===== config.mk =====
export PLATFORM = sky130hd
export DESIGN_NAME = traffic_fsm
export DESIGN_NICKNAME = d
export VERILOG_FILES = /design/src/rtl/traffic_fsm_pkg.sv /design/src/rtl/traffic_fsm.sv
export SDC_FILE = /design/constraint.sdc
export NUM_CORES = 1
export LEC_CHECK = 0
export CORE_AREA = 2 2 39 41
export CTS_BUF_LIST = sky130_fd_sc_hd__clkbuf_16
export DETAILED_ROUTE_END_ITERATION = 12
export DIE_AREA = 0 0 41 43
export PLACE_DENSITY = 0.58
export SYNTH_ARGS = -nofsm -noshare
export SYNTH_HDL_FRONTEND = slang
export SYNTH_SLANG_ARGS = --single-unit
export TNS_END_PERCENT = 10

===== constraint.sdc =====
create_clock -name clk -period 1.4 [get_ports clk]
set_input_delay 0.14 -clock clk [delete_from_list [all_inputs] [get_ports clk]]
set_output_delay 0.14 -clock clk [all_outputs]
set_load 0.02 [all_outputs]

===== src/rtl/traffic_fsm_pkg.sv =====
// Shared types and constants for the traffic-light controller: state encoding,
// timer interval codes and lamp bit positions/patterns.
package traffic_fsm_pkg;

    typedef enum logic [2:0] {
        StMgBase = 3'd0,
        StMgExt  = 3'd1,
        StMy     = 3'd2,
        StWalk   = 3'd3,
        StSgBase = 3'd4,
        StSgExt  = 3'd5,
        StSy     = 3'd6
    } state_e;

    localparam logic [1:0] T_BASE = 2'b00;
    localparam logic [1:0] T_EXT  = 2'b01;
    localparam logic [1:0] T_YEL  = 2'b10;

    localparam int unsigned LED_MAIN_RED    = 6;
    localparam int unsigned LED_MAIN_YELLOW = 5;
    localparam int unsigned LED_MAIN_GREEN  = 4;
    localparam int unsigned LED_SIDE_RED    = 3;
    localparam int unsigned LED_SIDE_YELLOW = 2;
    localparam int unsigned LED_SIDE_GREEN  = 1;
    localparam int unsigned LED_WALK        = 0;

    localparam logic [6:0] LEDS_MG   = 7'((1 << LED_MAIN_GREEN) | (1 << LED_SIDE_RED));
    localparam logic [6:0] LEDS_MY   = 7'((1 << LED_MAIN_YELLOW) | (1 << LED_SIDE_RED));
    localparam logic [6:0] LEDS_WALK = 7'((1 << LED_MAIN_RED) | (1 << LED_SIDE_RED)
                                          | (1 << LED_WALK));
    localparam logic [6:0] LEDS_SG   = 7'((1 << LED_MAIN_RED) | (1 << LED_SIDE_GREEN));
    localparam logic [6:0] LEDS_SY   = 7'((1 << LED_MAIN_RED) | (1 << LED_SIDE_YELLOW));

endpackage


===== src/rtl/traffic_fsm.sv =====
// Main/side-street traffic-light controller with pedestrian walk phase, driving an
// external interval timer through start_timer/interval and sequencing on its expiry.
module traffic_fsm
    import traffic_fsm_pkg::*;
(
    input  logic       clk,
    input  logic       Reset_Sync,
    input  logic       Prog_Sync,
    input  logic       Sensor_Sync,
    input  logic       WR,
    input  logic       expired,
    output logic       start_timer,
    output logic [1:0] interval,
    output logic       WR_Reset,
    output logic [6:0] LEDs
);

    state_e r_state;
    state_e w_next_state;
    logic   r_start_timer;
    logic   w_advance;

    // Every state change (including recovery from a bad encoding) re-arms the timer.
    always_ff @(posedge clk) begin
        if (Reset_Sync || Prog_Sync) begin
            r_state       <= StMgBase;
            r_start_timer <= 1'b1;
        end else begin
            r_state       <= w_next_state;
            r_start_timer <= (w_next_state != r_state);
        end
    end

    assign start_timer = r_start_timer;

    // expired may still be high from the previous interval while the timer reloads.
    assign w_advance = expired && !r_start_timer;

    always_comb begin
        w_next_state = r_state;
        case (r_state)
            StMgBase: if (w_advance) w_next_state = StMgExt;
            StMgExt:  if (w_advance) w_next_state = StMy;
            StMy:     if (w_advance) w_next_state = WR ? StWalk : StSgBase;
            StWalk:   if (w_advance) w_next_state = StSgBase;
            StSgBase: if (w_advance) w_next_state = Sensor_Sync ? StSgExt : StSy;
            StSgExt:  if (w_advance) w_next_state = StSy;
            StSy:     if (w_advance) w_next_state = StMgBase;
            default:  w_next_state = StMgBase;
        endcase
    end

    always_comb begin
        interval = T_BASE;
        LEDs     = LEDS_MG;
        WR_Reset = 1'b0;
        case (r_state)
            StMgBase: begin
                interval = T_BASE;
                LEDs     = LEDS_MG;
            end
            StMgExt: begin
                interval = Sensor_Sync ? T_EXT : T_BASE;
                LEDs     = LEDS_MG;
            end
            StMy: begin
                interval = T_YEL;
                LEDs     = LEDS_MY;
            end
            StWalk: begin
                interval = T_EXT;
                LEDs     = LEDS_WALK;
                WR_Reset = 1'b1;
            end
            StSgBase: begin
                interval = T_BASE;
                LEDs     = LEDS_SG;
            end
            StSgExt: begin
                interval = T_EXT;
                LEDs     = LEDS_SG;
            end
            StSy: begin
                interval = T_YEL;
                LEDs     = LEDS_SY;
            end
            default: begin
                interval = T_BASE;
                LEDs     = LEDS_MG;
            end
        endcase
    end

endmodule


[Word level (Yosys, flattened, before mapping)]
Cells that the tools add are included.
Storage, ports and cells
  bits in registers: 4
Cells by class
  eq/ne operators: 7
  multiplexer cells: 14
  reduce and logical (&&, ||, !) cells: 7
Operators by type and width (count)
  7-bit case mux with 4 select lines: 1
  3-bit 2-to-1 mux: 8
  3-bit case mux with 7 select lines: 1
  3-bit equality test, second input constant: 3
  3-bit by 2-bit equality test with 1-bit output, second input constant: 2
  2-bit case mux with 3 select lines: 1
  2-bit OR reduction: 3
  3-bit by 1-bit equality test with 1-bit output, second input constant: 1
  3-bit logical NOT: 1
  3-bit != test: 1
  1-bit 2-to-1 mux: 2
  2-bit 2-to-1 mux: 1
  1-bit logical AND: 1
  1-bit logical NOT: 1
  1-bit logical OR: 1

[Longest topological paths before layout]
Gate-level depths: netlist of run 1.
  depth in word-level cells: 5
  mapped depth: 4

[Worst setup path after synthesis of run 1]
No wires, ideal clock.
  path type: flip-flop to output port
  start: reg r_state[1]
  end: out LEDs[6]
  arrival time: 1.193 ns
  slack: 0.067 ns
  stages on the path, launching flop included: 5
  path through: dfxtp_1 buf_2 nand2_1 nor2_1 nand2b_1
Between the ends
  longest elaborated chain between the ends: 3
  elaborated cells on any way between the ends: 7
  those cells by class: eq/ne: 5; mux: 1; reduce/logical: 1
Ends and longest elaborated chain
  start: declaration: line traffic_fsm.sv:18  | state_e r_state;
  start signal: assignment: line traffic_fsm.sv:26  | r_state <= StMgBase;
  start signal: assignment: line traffic_fsm.sv:29  | r_state <= w_next_state;
  3-bit equality test: line traffic_fsm.sv:57  | case (r_state)
  2-bit OR reduction (no line)
  7-bit case mux with 4 select lines (*): line traffic_fsm.sv:57
  end: declaration: line traffic_fsm.sv:15  | output logic [6:0] LEDs
Mark *: on every way between the ends. The rest lies on a longest branch, timed or not.

[Worst setup path after layout of run 1]
  start: reg r_state[1]
  end: out LEDs[4]
Same word-level chain as after synthesis.

==> flow_summary.toml, run 1 <==
[worst_setup_path]
worstSetupStartpointType = "flip-flop"
cp_data_arrival_time_ps = 1210
cpLargestDelayFamily = "buffers and inverters"
cp_data_required_time_ps = 1260
setup.worst_path.class = "flip-flop to primary output"
worst-path-max-fanout = 8
critPathBufInv = 2
cp-end-kind = "primary output"
worst_path_max_delay_cell = "dfxtp_4"
crit_path_max_incr_delay_ps = 360
crit_path_start = "r_state[1]$_SDFF_PP0_"
r2r_start = "r_state[2]$_SDFF_PP0_"
sequence_of_cells_on_the_critical_path = "buf_4 > o21ai_0 > clkdlybuf4s15_1"

[logic_synthesis]
yosys.area.top_type_share_pct = 25.4
synth_area_leaders = "dfxtp_1, nand2b_1, a21oi_1"
syn-cell-area_sq_um = 315
ys_types = 22
synth_area_per_cell_sq_um = 7.69
synth_seq_cells = 4
synth_top_cell_by_area = "dfxtp_1"
synth-seq-area-share_pct = 25.4
synth_warnings = 0
netlist_instances = 41
mappedNetlistNets = 47

[global_routing]
antenna_found_initial = 0
grt_max_degree = 9
grt.overflow.total = 0
via_count_of_the_first_global_routing_pass = 344
grtUsageTotal_pct = 12.3
wire_length_of_the_first_global_routing_pass_um = 1410

[cts]
clkSlewWorstSetupHoldPaths_ps = 30
tritoncts_num_sinks = 4
h-tree-depth = 1
clk_latency_ps = 220
post_cts_buffers = 0
ctsLongestPathBuffers = 2
clockRootBuffer = "clkbuf_16"
cts-buffers-inserted = 3
tritoncts = "done"

[timing]
worst_slew_pin_slew_ps = 269
final_hold_viol_count = 0
rsz_0062_raised_after_global_routing = "true"
worst_clock_skew_ps = 0.599
total_count_of_max_transition_violations_in_the_final_report = 0
max_freq_mhz = 743
worst_slew_slack_as_a_fraction_of_its_limit_pct = 81.9
layout_setup_ws_ps = 54.0
timing.final.crit_share_pct = 96.1
setup_viols_final = 0
finalWorstPathRequiredPeriod_ps = 1350
final.setup.tns_ps = 0

[die]
core_sq_um = 1380
num_rows = 14
die_h_um = 43
die_width_um = 41
die_area_sq_um = 1760
initial_standard_cell_utilization_of_the_core_pct = 22.8
ioPinCount = 17

[pwr]
power.static_leakage_nw = 0.284
power.internal_mw = 0.505
power_frac_seq_pct = 19.2
peakVddDrop_mv = 0.741
total_switching_power_mw = 0.0974
p_per_area_nw_per_um2 = 942
clock_power_share_pct = 73.5
power.combinational.fraction_pct = 7.3
power_switching_share_pct = 16.2

[detailed_routing]
avgRoutedWirePerCell_um = 10.4
drt-pass1-iter-count = 4
vias_per_cell = 4.45
num_vias = 378
antenna_viol_nets_final = 0
first_iter_violations = 9
drcViolationCount = 0
route.final.wire_length_um = 881

[finish]
antenna-diode-count = 0
final_cells = 85
layout.cell_area.non_filler_sq_um = 639
layout_commonest_cell = "buf_4"
final.fill_count = 143
area_growth_syn_to_layout_pct = 103
share_of_final_layout_standard_cells_stronger_than_drive_strength_1_pct = 37.7
finish.net_count = 77
final_cell_mix = "buf_4, clkdlybuf4s50_1, dlygate4sd2_1, nand2b_1"

[hold_path]
hold_class = "input pin to flip-flop"
source_of_the_worst_hold_timing_path = "Reset_Sync"

[place]
place.gp.congestion = 0.828
placedInstanceArea_sq_um = 564
placed_instances = 82
post-dp-hpwl_um = 705
port_buffers = 16
placement.setup.worst_slack_ps = -255

[job]
cap_viol_max_count = 0

[run_status]
outcome = "complete, no violations"
[routing by layer]
| metal | vias up | share of wire (%) | global-route usage [%] |
|---|---|---|---|
| met2 | 8 | 48 | 16.9 |
| met5 | - | 0 | 0 |
| met4 | 0 | 2.0 | 10.0 |
| met3 | 2 | 3.5 | 3.14 |
| li1 | 203 | - | - |
| met1 | 165 | 46 | 15.3 |
[area by class of cell]
class,instances,area [sq um],area share [%]
Multi-Input combinational cell,31,199,31.1
Timing Repair Buffer,29,249,38.9
Clock buffer,3,75.1,11.7
Inverter,2,7.51,1.17
Tap cell,16,20.0,3.13
Sequential cell,4,88.8,13.9
[stage by stage]
step / util, % / power [mW] / hold WS (ps)
6_report: 46.2 / 0.602 / 574
5_1_grt: 46.2 / 0.622 / 618
4_1_cts: 45.4 / 0.614 / 570
3_5_place_dp: 40.8 / 0.165 / 603
3_3_place_gp: 40.8 / 0.165 / 605
2_1_floorplan: - / 0.139 / 270
[state kept, by name (all words and copies together), names as in the netlist]
signal and flops:
r_state 3, start_timer 1
[synth_stat cells, drive strengths merged]
master,n
a2111o,1
a211oi,1
a21oi,3
a221oi,1
a31oi,1
and3,2
buf,4
dfxtp,4
inv,2
nand2,3
nand2b,4
nand3,3
nor2,2
nor2b,2
nor3,3
o21ai,2
o21bai,1
o221a,1
or3,1
[timing repair]
action                                 CTS  global route
setup endpoints to repair               11             7
gates resized for setup                 18             9
pin swaps                                0             1
hold buffers                             0             0
endpoints found under the hold margin    0             0
[power by group through the flow]
stage          logic (mW)  clock network [mW]  registers (mW)
3_3_place_gp       0.0445                   0           0.121
2_1_floorplan      0.0173                   0           0.122
4_1_cts            0.0442               0.451           0.119
6_report           0.0441               0.443           0.116
5_1_grt            0.0475               0.459           0.116
3_5_place_dp       0.0445                   0           0.121
[cell families after synthesis]
family          count (synthesis)  share of synthesized area [%]
simple gates                   20                           36.5
flops                           4                           25.4
buf+inv                         6                           11.5
compound gates                 11                           26.6
[tightest hold or removal path, stage by stage]
cell	delay, ps
clkdlybuf4s50_1	480
nor3_1	70
nand3_1	80
[worst paths after layout]
check | to | slack, ps | cells past startpoint
setup reg to reg | r_state[0]$_SDFF_PP0_ | 70 | 5
hold reg to reg | r_state[0]$_SDFF_PP0_ | 600 | 2
hold / removal | start_timer$_SDFF_PP1_ | 570 | 3
setup / recovery | LEDs[4] | 50 | 3
No activity file was read; power rests on OpenSTA's default activity.
==> run 2, diff against run 1 <==
--- a/config.mk
+++ b/config.mk
@@ -7,6 +7,7 @@
 export LEC_CHECK = 0
 export CORE_AREA = 2 2 39 41
 export CTS_BUF_LIST = sky130_fd_sc_hd__clkbuf_16
+export CTS_CLUSTER_SIZE = 10
 export DETAILED_ROUTE_END_ITERATION = 12
 export DIE_AREA = 0 0 41 43
 export PLACE_DENSITY = 0.58
==> results of run 2 <==
Final layout, timing and power as in run 1 (identical DEF).
==> run 3, diff against run 2 <==
--- a/config.mk
+++ b/config.mk
@@ -10,6 +10,7 @@
 export CTS_CLUSTER_SIZE = 10
 export DETAILED_ROUTE_END_ITERATION = 12
 export DIE_AREA = 0 0 41 43
+export HOLD_SLACK_MARGIN = 0.06
 export PLACE_DENSITY = 0.58
 export SYNTH_ARGS = -nofsm -noshare
 export SYNTH_HDL_FRONTEND = slang
==> results of run 3 <==
Final layout, timing and power as in run 1 (identical DEF).
